===== src/rtl/ps2_host_tx_if.sv =====
// Command-side handshake of the PS/2 host transmitter: byte request in, status out.
// The requester uses the master modport and the transmitter uses the slave modport.
interface ps2_host_tx_if;
  logic [7:0] TX_DATA;
  logic       TX_START;
  logic       BUSY;
  logic       DONE;
  logic       ERROR;
  logic [1:0] ERR_CODE;

  modport master (output TX_DATA, TX_START, input BUSY, DONE, ERROR, ERR_CODE);
  modport slave  (input TX_DATA, TX_START, output BUSY, DONE, ERROR, ERR_CODE);
endinterface


===== src/rtl/ps2_host_tx.sv =====
// PS/2 host-to-device transmitter: inhibits the bus, clocks one command byte out on
// device falling edges, checks the device ACK and drives the pads open-drain via OE lines.

// Pad conditioner: 2-FF synchroniser followed by a run-length glitch filter.
module ps2_host_tx_filter #(
  parameter int FILTER_LEN = 8
) (
  input  logic clk,
  input  logic rst_n,
  input  logic i_pad,
  output logic o_level
);
  localparam int CW = (FILTER_LEN < 2) ? 1 : $clog2(FILTER_LEN + 1);

  logic [1:0]    r_sync;
  logic [CW-1:0] r_cnt;
  logic          r_level;
  logic          w_differs;

  assign w_differs = r_sync[1] ^ r_level;
  assign o_level   = r_level;

  // NOTE: sequential state uses non-blocking assignments so every register samples
  // the pre-edge values of its neighbours, exactly like the hardware flops.
  always_ff @(posedge clk or negedge rst_n) begin
    if (!rst_n) begin
      r_sync  <= '0;
      r_cnt   <= '0;
      r_level <= 1'b0;
    end else begin
      r_sync <= {r_sync[0], i_pad};
      if (!w_differs) begin
        r_cnt <= '0;
      end else if (r_cnt == CW'(FILTER_LEN - 1)) begin
        r_cnt   <= '0;
        r_level <= ~r_level;
      end else begin
        r_cnt <= r_cnt + 1'b1;
      end
    end
  end
endmodule

module ps2_host_tx #(
  parameter int INHIBIT_CYCLES = 3200,
  parameter int START_TIMEOUT  = 480000,
  parameter int BIT_TIMEOUT    = 64000,
  parameter int FILTER_LEN     = 8
) (
  input  logic            CLK,
  input  logic            nRESET,
  input  logic            PS2_CLK,
  input  logic            PS2_DATA,
  output logic            PS2_CLK_OE,
  output logic            PS2_DATA_OE,
  ps2_host_tx_if.slave    bus
);
  localparam int TW = 19;

  localparam logic [1:0] ERR_NONE  = 2'd0;
  localparam logic [1:0] ERR_START = 2'd1;
  localparam logic [1:0] ERR_BIT   = 2'd2;
  localparam logic [1:0] ERR_NACK  = 2'd3;

  typedef enum logic [2:0] {
    S_IDLE,
    S_INHIBIT,
    S_REQ,
    S_SEND,
    S_ACK,
    S_WAIT_IDLE
  } state_t;

  state_t        r_state,    w_state_nxt;
  logic [9:0]    r_shift,    w_shift_nxt;
  logic [3:0]    r_edge,     w_edge_nxt;
  logic [TW-1:0] r_timer,    w_timer_nxt;
  logic          r_data_oe,  w_data_oe_nxt;
  logic          r_busy,     w_busy_nxt;
  logic          r_done,     w_done_nxt;
  logic          r_error,    w_error_nxt;
  logic [1:0]    r_err_code, w_err_code_nxt;
  logic          r_clk_prev;

  logic          w_clk_level, w_data_level, w_clk_fall;
  logic          w_fail;
  logic [1:0]    w_fail_code;
  logic          w_inhibit_last, w_bit_timeout;

  ps2_host_tx_filter #(.FILTER_LEN(FILTER_LEN)) u_clk_filt (
    .clk(CLK), .rst_n(nRESET), .i_pad(PS2_CLK), .o_level(w_clk_level)
  );

  ps2_host_tx_filter #(.FILTER_LEN(FILTER_LEN)) u_data_filt (
    .clk(CLK), .rst_n(nRESET), .i_pad(PS2_DATA), .o_level(w_data_level)
  );

  assign w_clk_fall     = r_clk_prev & ~w_clk_level;
  assign w_inhibit_last = (r_timer == TW'(INHIBIT_CYCLES - 1));
  assign w_bit_timeout  = (r_timer == TW'(BIT_TIMEOUT - 1));

  // Pad enables decode from the state so a fail or reset releases both pads at once.
  assign PS2_CLK_OE  = (r_state == S_INHIBIT);
  assign PS2_DATA_OE = ((r_state == S_INHIBIT) && w_inhibit_last) ||
                       (r_state == S_REQ) ||
                       ((r_state == S_SEND) && r_data_oe);

  assign bus.BUSY     = r_busy;
  assign bus.DONE     = r_done;
  assign bus.ERROR    = r_error;
  assign bus.ERR_CODE = r_err_code;

  // NOTE: every signal written here gets a default first, so no path can infer a latch.
  always_comb begin
    w_state_nxt    = r_state;
    w_shift_nxt    = r_shift;
    w_edge_nxt     = r_edge;
    w_timer_nxt    = r_timer;
    w_data_oe_nxt  = r_data_oe;
    w_busy_nxt     = r_busy;
    w_done_nxt     = 1'b0;
    w_error_nxt    = 1'b0;
    w_err_code_nxt = r_err_code;
    w_fail         = 1'b0;
    w_fail_code    = ERR_NONE;

    unique case (r_state)
      S_IDLE: begin
        // A request landing on the DONE/ERROR pulse cycle is deliberately dropped.
        if (bus.TX_START && !r_done && !r_error) begin
          w_state_nxt    = S_INHIBIT;
          w_shift_nxt    = {1'b1, ~^bus.TX_DATA, bus.TX_DATA};
          w_edge_nxt     = '0;
          w_timer_nxt    = '0;
          w_data_oe_nxt  = 1'b0;
          w_busy_nxt     = 1'b1;
          w_err_code_nxt = ERR_NONE;
        end
      end

      S_INHIBIT: begin
        if (w_inhibit_last) begin
          w_state_nxt = S_REQ;
          w_timer_nxt = '0;
        end else begin
          w_timer_nxt = r_timer + 1'b1;
        end
      end

      S_REQ: begin
        if (w_clk_fall) begin
          w_data_oe_nxt = ~r_shift[0];
          w_shift_nxt   = {1'b0, r_shift[9:1]};
          w_edge_nxt    = 4'd1;
          w_timer_nxt   = '0;
          w_state_nxt   = S_SEND;
        end else if (r_timer == TW'(START_TIMEOUT - 1)) begin
          w_fail      = 1'b1;
          w_fail_code = ERR_START;
        end else begin
          w_timer_nxt = r_timer + 1'b1;
        end
      end

      S_SEND: begin
        if (w_clk_fall) begin
          w_data_oe_nxt = ~r_shift[0];
          w_shift_nxt   = {1'b0, r_shift[9:1]};
          w_edge_nxt    = r_edge + 4'd1;
          w_timer_nxt   = '0;
          if (r_edge == 4'd9) w_state_nxt = S_ACK;
        end else if (w_bit_timeout) begin
          w_fail      = 1'b1;
          w_fail_code = ERR_BIT;
        end else begin
          w_timer_nxt = r_timer + 1'b1;
        end
      end

      S_ACK: begin
        if (w_clk_fall) begin
          w_edge_nxt  = r_edge + 4'd1;
          w_timer_nxt = '0;
          if (!w_data_level) begin
            w_state_nxt = S_WAIT_IDLE;
          end else begin
            w_fail      = 1'b1;
            w_fail_code = ERR_NACK;
          end
        end else if (w_bit_timeout) begin
          w_fail      = 1'b1;
          w_fail_code = ERR_BIT;
        end else begin
          w_timer_nxt = r_timer + 1'b1;
        end
      end

      S_WAIT_IDLE: begin
        if (w_clk_level && w_data_level) begin
          w_state_nxt = S_IDLE;
          w_done_nxt  = 1'b1;
          w_busy_nxt  = 1'b0;
        end else if (w_bit_timeout) begin
          w_fail      = 1'b1;
          w_fail_code = ERR_BIT;
        end else begin
          w_timer_nxt = r_timer + 1'b1;
        end
      end

      default: w_state_nxt = S_IDLE;
    endcase

    if (w_fail) begin
      w_state_nxt    = S_IDLE;
      w_data_oe_nxt  = 1'b0;
      w_busy_nxt     = 1'b0;
      w_error_nxt    = 1'b1;
      w_err_code_nxt = w_fail_code;
    end
  end

  always_ff @(posedge CLK or negedge nRESET) begin
    if (!nRESET) begin
      r_state    <= S_IDLE;
      r_shift    <= '0;
      r_edge     <= '0;
      r_timer    <= '0;
      r_data_oe  <= 1'b0;
      r_busy     <= 1'b0;
      r_done     <= 1'b0;
      r_error    <= 1'b0;
      r_err_code <= ERR_NONE;
      r_clk_prev <= 1'b0;
    end else begin
      r_state    <= w_state_nxt;
      r_shift    <= w_shift_nxt;
      r_edge     <= w_edge_nxt;
      r_timer    <= w_timer_nxt;
      r_data_oe  <= w_data_oe_nxt;
      r_busy     <= w_busy_nxt;
      r_done     <= w_done_nxt;
      r_error    <= w_error_nxt;
      r_err_code <= w_err_code_nxt;
      r_clk_prev <= w_clk_level;
    end
  end
endmodule


===== src/flat_wrapper.sv =====
// flat-port wrapper written by rule: the top's interface ports become plain ports
module ps2_host_tx_flat 
#(
  parameter int INHIBIT_CYCLES = 3200,
  parameter int START_TIMEOUT  = 480000,
  parameter int BIT_TIMEOUT    = 64000,
  parameter int FILTER_LEN     = 8
)
  (CLK, nRESET, PS2_CLK, PS2_DATA, PS2_CLK_OE, PS2_DATA_OE, bus_TX_DATA, bus_TX_START, bus_BUSY, bus_DONE, bus_ERROR, bus_ERR_CODE);
  ps2_host_tx_if bus_i ();
  input  logic CLK;
  input  logic nRESET;
  input  logic PS2_CLK;
  input  logic PS2_DATA;
  output logic PS2_CLK_OE;
  output logic PS2_DATA_OE;
  input wire logic [$bits(bus_i.TX_DATA)-1:0] bus_TX_DATA;
  input wire logic [$bits(bus_i.TX_START)-1:0] bus_TX_START;
  output wire logic [$bits(bus_i.BUSY)-1:0] bus_BUSY;
  output wire logic [$bits(bus_i.DONE)-1:0] bus_DONE;
  output wire logic [$bits(bus_i.ERROR)-1:0] bus_ERROR;
  output wire logic [$bits(bus_i.ERR_CODE)-1:0] bus_ERR_CODE;
  assign bus_i.TX_DATA = bus_TX_DATA;
  assign bus_i.TX_START = bus_TX_START;
  assign bus_BUSY = bus_i.BUSY;
  assign bus_DONE = bus_i.DONE;
  assign bus_ERROR = bus_i.ERROR;
  assign bus_ERR_CODE = bus_i.ERR_CODE;
  ps2_host_tx #(.INHIBIT_CYCLES(INHIBIT_CYCLES), .START_TIMEOUT(START_TIMEOUT), .BIT_TIMEOUT(BIT_TIMEOUT), .FILTER_LEN(FILTER_LEN)) u_core (.CLK(CLK), .nRESET(nRESET), .PS2_CLK(PS2_CLK), .PS2_DATA(PS2_DATA), .PS2_CLK_OE(PS2_CLK_OE), .PS2_DATA_OE(PS2_DATA_OE), .bus(bus_i));
endmodule

===== config.mk =====
export PLATFORM = sky130hd
export DESIGN_NAME = ps2_host_tx_flat
export DESIGN_NICKNAME = d
export VERILOG_FILES = /design/src/rtl/ps2_host_tx_if.sv /design/src/rtl/ps2_host_tx.sv /design/src/flat_wrapper.sv
export SDC_FILE = /design/constraint.sdc
export NUM_CORES = 1
export LEC_CHECK = 0
export ABC_AREA = 1
export CAP_MARGIN = 25
export CORE_MARGIN = 10
export CORE_UTILIZATION = 35
export CTS_CLUSTER_SIZE = 12
export DETAILED_ROUTE_END_ITERATION = 8
export PLACE_DENSITY = 0.57
export SETUP_SLACK_MARGIN = 0.1
export SKIP_CTS_REPAIR_TIMING = 1
export SLEW_MARGIN = 15
export SYNTH_ARGS = -nofsm -noshare
export SYNTH_HDL_FRONTEND = slang
export SYNTH_SLANG_ARGS = --single-unit

===== constraint.sdc =====
create_clock -name CLK -period 2 [get_ports CLK]
set_clock_uncertainty 0.05 [all_clocks]
set_input_delay 0.4 -clock CLK [delete_from_list [all_inputs] [get_ports CLK]]
set_output_delay 0.4 -clock CLK [all_outputs]
set_load 0.01 [all_outputs]

After elaboration in Yosys (flattened, before gate mapping)
Cells that the tools add are included.
Widths: inputs -> output; s select.
- register bits after elaboration: 57
- input port bits: 13
- output and inout port bits: 7
- logic and storage cells: 140
- add/subtract/negate cells: 4
- eq/ne operators: 26
- multiplexer cells: 59
- bitwise gates (word level): 6
- reductions and logical operators: 29
- operators by type and width (kind ; count):
    $mux 19 ; 7
    $pmux 19 s5 ; 1
    $mux 4 ; 7
    $mux 3 ; 9
    $ne 3x1->1 const B ; 7
    $mux 10 ; 2
    $pmux 10 s2 ; 1
    $add 19x1->19 const B ; 1
    $eq 19x12->1 const B ; 1
    $eq 19x16->1 const B ; 1
    $eq 19x19->1 const B ; 1
    $mux 2 ; 9
    $pmux 3 s6 ; 1
    $mux 1 ; 17
    $add 4x1->4 const B ; 3
    $pmux 4 s3 ; 1
    $ne 3x2->1 const B ; 3
    $reduce_and 3->1 ; 3
    $reduce_bool 3->1 ; 3
    $eq 4x3->1 const B ; 2
    $ne 2x1->1 const B ; 4
    $pmux 2 s4 ; 1
    $reduce_and 4->1 ; 2
    $reduce_and 8->1 ; 1
    other kinds (19) ; 36

Longest topological paths before layout
Gate-level depths: netlist of run 1.
- word-level depth: 6
- mapped depth: 13
- mapped depth without buffers: 12

By module
Synthesis of run 1 repeated with hierarchy kept, for this count alone.
- cell total of the unflattened synthesis: 585
- area, all modules: 3927.5 sq um
- modules (own cells, without submodules) (module ; instances ; cells each ; area an instance (sq um) ; seq. area each (sq um)):
    ps2_host_tx ; 1 ; 527 ; 3367.0 ; 1076.0
    ps2_host_tx_filter ; 2 ; 29 ; 280.3 ; 175.2

Least setup slack after synthesis of run 1
Ideal clock, no wire load.
- path type: reg-to-output
- start: register u_core.r_timer[0]
- end: output port PS2_DATA_OE
- data arrival time: 1.435 ns
- data required time: 1.550 ns
- path slack: 0.115 ns
- cell stages (with the launch flop): 6
- buffers on the path: 0
- path through: dfrtp_1 ha_1 nand3_2 nor3_1 nand3_1 o211ai_1
- longest elaborated chain between the ends: 4
- ends and longest elaborated chain (what ; RTL line ; source):
    start, declared ; ps2_host_tx.sv:77 ; logic [TW-1:0] r_timer, w_timer_nxt;
    start signal, assigned ; ps2_host_tx.sv:239 ; r_timer <= w_timer_nxt;
    $eq 19x12->1 ; ps2_host_tx.sv:99 ; assign w_inhibit_last = (r_timer == TW'(INHIBIT_CYCLES - 1));
    $logic_and 1x1->1 ; ps2_host_tx.sv:104 ; assign PS2_DATA_OE = ((r_state == S_INHIBIT) && w_inhibit_last) ||
    $logic_or 1x1->1 ; ps2_host_tx.sv:104 ;
    $logic_or 1x1->1 ; ps2_host_tx.sv:105 ; (r_state == S_REQ) ||
    end, declared ; flat_wrapper.sv:16 ; output logic PS2_DATA_OE;
No other way between the ends.

Worst setup path in the final report of run 1
Same ends and word-level chain as after synthesis.

==> impl_metrics.py, run 1 <==
metrics = {
    "outcome": {
        "outcome": "complete, but fails checks",
        "violations": "negative hold slack, negative setup slack",
    },
    "die": {
        "start_util": 0.3578,
        "rows": 38,
        "coreArea_um2": 10890,
        "die-area_um2": 15750,
        "die_h_um": 125.5,
        "die_x_um": 125.5,
        "boundaryPins": 20,
    },
    "routing": {
        "ant_nets": 0,
        "num_vias": 4078,
        "dr.pass1.iters": 4,
        "wl_mm": 11.56,
        "viasPerCell": 5.098,
        "wire_per_inst_um": 14.45,
        "post-route-drc-count": 0,
        "drt-initial-drc-count": 213,
    },
    "final_layout": {
        "syn2layout_area_growth_pct": 34.30,
        "fin_nets": 675,
        "antenna-diode-count": 0,
        "final_cells": 800,
        "finalCoreUtilization": 0.4806,
        "layout-drive-gt1-share": 0.2379,
        "final_area_um2": 5233,
    },
    "timing": {
        "fin_crit_ns": 2.195,
        "post-route-period-util": 1.097,
        "final_max_slew_viol_count": 0,
        "worstMarginPinSlew_ns": 0.3605,
        "fin_hold_ws_ns": -0.006542,
        "hold_viol": 8,
        "setup_ws_ns": -0.1950,
        "rsz0062_at_grt": "true",
        "slew_headroom": 0.7588,
        "fmax_mhz": 455.6,
        "final-setup-viol-count": 14,
    },
    "power_and_ir_drop": {
        "ir_drop_mv": 0.6651,
        "clkPwrFrac": 0.239,
        "leakagePower_nw": 2.596,
        "p_sw_frac": 0.4066,
        "p_per_area_nw_per_um2": 1079,
        "p_switching_mw": 2.295,
        "p_seq_frac": 0.283,
        "combPwrFrac": 0.478,
        "p_int_mw": 3.350,
    },
    "clock_network": {
        "cts_htree_levels": 3,
        "clockBufferDepth": 2,
        "cts_buffers": 9,
        "cts_root_buf": "clkbuf_8",
        "cts_tree": "done",
        "cts.sinks": 57,
        "clk_latency_ns": 0.35,
        "clk_pin_slew_ns": 0.07,
    },
    "synth": {
        "synthArstFlopShare": 1.000,
        "synth-seq-cells": 57,
        "synth_edf_count": 0,
        "synth_area_leaders": "dfrtp_1, nand2_1, nand3_1",
        "yosys.cell_count.top_type": "nand2_1",
        "syn_nets": 585,
        "synth_top_area_cell": "dfrtp_1",
        "syn_area_per_cell_um2": 6.896,
        "syn_area_um2": 3896,
        "synthCells": 565,
        "synth_top_cells_by_count": "nand2_1, nand3_1, nor2_1",
        "synth_warnings": 0,
        "ys_seq_area_frac": 0.3661,
        "synth-main-ff-cell": "dfrtp_1",
        "ys_types": 35,
        "yosys.area.top_type_share": 0.3661,
    },
    "worst_setup_path": {
        "critPathLaunch": "u_core.r_timer[0]",
        "cp_max_fo": 2,
        "arrival_ns": 1.74,
        "rrSetupSlack_ns": -0.03,
        "timing.rr.end": "u_core.r_timer[15]",
        "end_kind": "output pin",
        "r2r_cells": 13,
        "start_kind": "register",
        "path_class": "reg -> out",
        "rr_startpoint": "u_core.r_timer[0]",
        "worstPathRequired_ns": 1.55,
    },
    "placed_design": {
        "portBuffers": 19,
        "placed_cells": 774,
        "dp_hpwl_mm": 8.586,
        "place_ws_ns": -0.2547,
        "gp_congestion": 0.9602,
        "place_area_um2": 4674,
    },
    "global_route": {
        "grt_max_degree": 58,
        "grt_first_pass_wirelength_mm": 18.78,
        "grt_overflow_total": 0,
        "grt_pass1_vias": 3938,
        "gr-usage-all-layers": 0.1437,
        "antenna_found_initial": 0,
    },
    "flow_run": {
        "drv_cap": 0,
    },
    "worst_hold_path": {
        "hp-class": "in -> async",
    },
}
## layer usage
metal / share of wire / routed length (um) / GRT usage / vias up
met5: 0 / 0 / 0 / -
met4: 0.027 / 314 / 0.06301 / 0
met3: 0.052 / 604 / 0.02873 / 33
met2: 0.49 / 5656 / 0.2446 / 112
met1: 0.43 / 4988 / 0.1710 / 1920
li1: - / - / - / 2013
## state kept, by name, indices dropped and copies added (netlist names), 2 cells and up
| signal | flops |
|---|---|
| u_core.r_shift | 10 |
| u_core.r_state | 3 |
| u_core.u_clk_filt.r_cnt | 4 |
| u_core.r_edge | 4 |
| u_core.u_data_filt.r_sync | 2 |
| u_core.r_timer | 19 |
| u_core.u_clk_filt.r_sync | 2 |
| u_core.bus.ERR_CODE | 2 |
| u_core.u_data_filt.r_cnt | 4 |
## cells in the final DEF (no fill, tap or decap), types with 2 or more instances in the layout
cell,count
o21ai_2,2
nand3b_1,3
nand3_2,4
nand3_4,5
o31ai_1,2
inv_6,2
nor3_4,4
nand2_1,149
nor3_1,7
a21oi_1,8
xor2_1,8
bufinv_16,3
nor2_2,9
nor2_1,53
nand2_4,2
dfrtp_2,2
buf_4,65
buf_2,2
mux2_2,2
inv_1,62
buf_12,2
nand4_1,21
o21ai_0,11
clkbuf_8,10
inv_2,9
nor2_4,8
xnor2_1,10
clkdlybuf4s50_1,16
nor3_2,2
buf_6,4
dfrtp_1,55
o211ai_1,9
ha_1,6
nand3_1,67
o21ai_1,12
nand2_2,13
## power groups by stage
stage	combinational [mW]	clock, mW	sequential [mW]
5_1_grt	2.98	1.44	1.63
3_3_place_gp	2.37	0	1.60
6_report	2.70	1.35	1.60
2_1_floorplan	1.49	0	1.60
3_5_place_dp	2.42	0	1.61
4_1_cts	2.44	1.38	1.59
## cells by family (layout without fill, tap and decap cells)
| family | after synthesis | count (layout) | share of synthesized area |
|---|---|---|---|
| simple gates | 349 | 349 | 0.4069 |
| buf+inv | 85 | 180 | 0.08895 |
| flops | 57 | 57 | 0.3661 |
| compound gates | 47 | 47 | 0.06936 |
| xor+xnor | 18 | 18 | 0.04046 |
| fa+ha+maj | 7 | 7 | 0.02248 |
| mux | 2 | 2 | 0.005780 |
## how the worst max path moves through the flow
stage               slack, ns     endpoint
floorplan                0.12  PS2_DATA_OE
global placement        -0.19  PS2_DATA_OE
detailed placement      -0.25  PS2_DATA_OE
CTS                     -0.68  PS2_DATA_OE
global route            -0.27  PS2_DATA_OE
finish                  -0.19  PS2_DATA_OE
## critical path: stages (launching register included)
cell and delay [ns]:
dfrtp_1 0.36, ha_2 0.21, nand3_4 0.09, nor3_4 0.15, nand3_2 0.13, o211ai_1 0.27, buf_2 0.18
## through the flow
stage / total power, mW / TNS, ns
after floorplan: 3.094 / 0
after global placement: 3.969 / -2.193
after detailed placement: 4.034 / -3.160
after CTS: 5.412 / -0.9587
after global routing: 6.040 / -2.147
final: 5.645 / -0.3455
## final cells by class
class	count	area, um2
Inverter	73	284.0
Clock buffer	11	141.4
Clock inverter	5	102.6
Sequential cell	57	1429
Fill cell	1086	5655
Timing Repair Buffer	91	780.7
Tap cell	140	175.2
Multi-Input combinational cell	423	2320
Power figures use the tool's default switching activity.
==> inputs of run 2 (changes only) <==
--- a/config.mk
+++ b/config.mk
@@ -6,7 +6,7 @@
 export NUM_CORES = 1
 export LEC_CHECK = 0
 export ABC_AREA = 1
-export CAP_MARGIN = 25
+export CAP_MARGIN = 5
 export CORE_MARGIN = 10
 export CORE_UTILIZATION = 35
 export CTS_CLUSTER_SIZE = 12
==> results of run 2 <==
No change in the layout: final DEF, timing and power equal those of run 1.
==> inputs of run 3 (changes only) <==
--- a/config.mk
+++ b/config.mk
@@ -9,8 +9,10 @@
 export CAP_MARGIN = 5
 export CORE_MARGIN = 10
 export CORE_UTILIZATION = 35
+export CTS_BUF_LIST = sky130_fd_sc_hd__clkbuf_4 sky130_fd_sc_hd__clkbuf_8
 export CTS_CLUSTER_SIZE = 12
 export DETAILED_ROUTE_END_ITERATION = 8
+export MAX_ROUTING_LAYER = met4
 export PLACE_DENSITY = 0.57
 export SETUP_SLACK_MARGIN = 0.1
 export SKIP_CTS_REPAIR_TIMING = 1
==> impl_metrics.py, run 3 (synthesis results as in run 1) <==
metrics = {
    "clock_network": {
        "clk_latency_ns": 0.35,
        "cts_tree": "done",
        "cts_buffers": 9,
        "clockBufferDepth": 2,
        "cts_root_buf": "clkbuf_8",
        "cts.sinks": 57,
        "clk_pin_slew_ns": 0.07,
        "cts_htree_levels": 3,
    },
    "die": {
        "die-area_um2": 15750,
        "rows": 38,
        "coreArea_um2": 10890,
        "boundaryPins": 20,
        "die_h_um": 125.5,
        "start_util": 0.3578,
        "die_x_um": 125.5,
    },
    "power_and_ir_drop": {
        "p_per_area_nw_per_um2": 1075,
        "ir_drop_mv": 0.6643,
        "leakagePower_nw": 2.532,
    },
    "final_layout": {
        "largest_register_ffs": 19,
        "antenna-diode-count": 0,
        "largest-register": "u_core.r_timer",
        "layout_commonest_cell": "nand2_1",
        "fin_nets": 672,
        "final_cell_mix": "nand2_1, nand3_1, buf_4, inv_1, dfrtp_1",
        "final-seq-area_um2": 1429,
        "layout-drive-gt1-share": 0.2317,
        "reg_top3": "u_core.r_timer x19, u_core.r_shift x10",
        "syn2layout_area_growth_pct": 31.76,
        "multiInputGateArea_um2": 2296,
        "fillCellCount": 1074,
    },
    "worst_setup_path": {
        "arrival_ns": 1.71,
        "worstPathRequired_ns": 1.55,
        "start_kind": "register",
        "path_class": "reg -> out",
        "cp_max_fo": 2,
        "end_kind": "output pin",
    },
    "timing": {
        "post-route-period-util": 1.079,
        "fmax_mhz": 463.4,
        "hold_viol": 14,
        "setup_ws_ns": -0.1579,
        "slew_headroom": 0.7829,
        "worstMarginPinSlew_ns": 0.3256,
        "fin_crit_ns": 2.158,
        "fin_tns_setup_ns": -0.1579,
        "rsz0062_at_grt": "true",
        "fin_hold_ws_ns": -0.01499,
        "final_max_slew_viol_count": 0,
        "final-setup-viol-count": 1,
    },
    "placed_design": {
        "dp_hpwl_mm": 8.722,
        "gp_congestion": 0.9614,
        "portBuffers": 19,
    },
    "routing": {
        "drt-initial-drc-count": 302,
        "post-route-drc-count": 0,
        "dr.pass1.iters": 5,
        "num_vias": 4023,
        "wire_per_inst_um": 15.08,
        "wl_mm": 12.00,
        "viasPerCell": 5.054,
        "ant_nets": 0,
    },
    "global_route": {
        "gr-usage-all-layers": 0.1521,
        "grt_pass1_vias": 3952,
        "antenna_found_initial": 0,
        "grt_overflow_total": 0,
        "grt_max_degree": 58,
        "grt_first_pass_wirelength_mm": 19.32,
    },
    "outcome": {
        "outcome": "complete, but fails checks",
        "violations": "negative hold slack, negative setup slack",
    },
    "worst_hold_path": {
        "hp-class": "in -> async",
    },
    "flow_run": {
        "drv_cap": 0,
    },
}
[run 3: path summary, 6_finish.rpt]
kind                       cells past startpoint  slack [ns]                           to                         from
setup / recovery                               6       -0.16                  PS2_DATA_OE            u_core.r_timer[0]
hold / removal                                 2       -0.01            u_core.r_timer[8]                       nRESET
setup reg to reg                              12        0.04           u_core.r_timer[13]            u_core.r_timer[0]
hold reg to reg                                0        0.30  u_core.u_clk_filt.r_sync[1]  u_core.u_clk_filt.r_sync[0]
max in group asynchronous                      2        1.61            u_core.r_state[2]                       nRESET
min in group CLK                               0        0.30  u_core.u_clk_filt.r_sync[1]  u_core.u_clk_filt.r_sync[0]
[run 3: critical path, stage by stage, from the launching register on]
cell and delay [ns]:
dfrtp_1 0.36, ha_2 0.20, nand3_2 0.10, nor3_2 0.15, nand3_2 0.12, o211ai_1 0.25, buf_2 0.18
[run 3: routing by layer]
| metal | vias to the layer above | track usage | wire length (um) |
|---|---|---|---|
| li1 | 2010 | - | - |
| met3 | 17 | 0.02662 | 411 |
| met5 | - | - | 0 |
| met4 | 0 | 0.04810 | 187 |
| met2 | 93 | 0.2517 | 5999 |
| met1 | 1903 | 0.1835 | 5404 |
[run 3: where the power goes]
| group | total [mW] | switching, mW | leakage [nW] | internal, mW |
|---|---|---|---|---|
| combinational | 2.70 | 1.65 | 1.68 | 1.05 |
| sequential | 1.60 | 0.175 | 0.746 | 1.42 |
| clock | 1.22 | 0.499 | 0.104 | 0.725 |
| total | 5.52 | 2.32 | 2.53 | 3.20 |
[run 3: through the flow]
step	worst slack [ns]	util	instances	area, um2	total power [mW]
global placement	-0.2057	0.4286	773	4667	4.029
global route	-0.2527	0.4715	796	5134	5.918
floorplan	0.1152	-	565	3896	3.094
CTS	-0.6300	0.4486	788	4885	5.321
finish	-0.1579	0.4715	796	5134	5.520
detailed placement	-0.2279	0.4286	773	4667	4.080
[run 3: cell type report]
type	instances	share of cell area
sequential	57	0.2783
clock inverter	5	0.01560
inverter	73	0.05435
timing repair buffer	88	0.1436
clock buffer	10	0.02681
multi-input combinational	423	0.4472
tap	140	0.03412
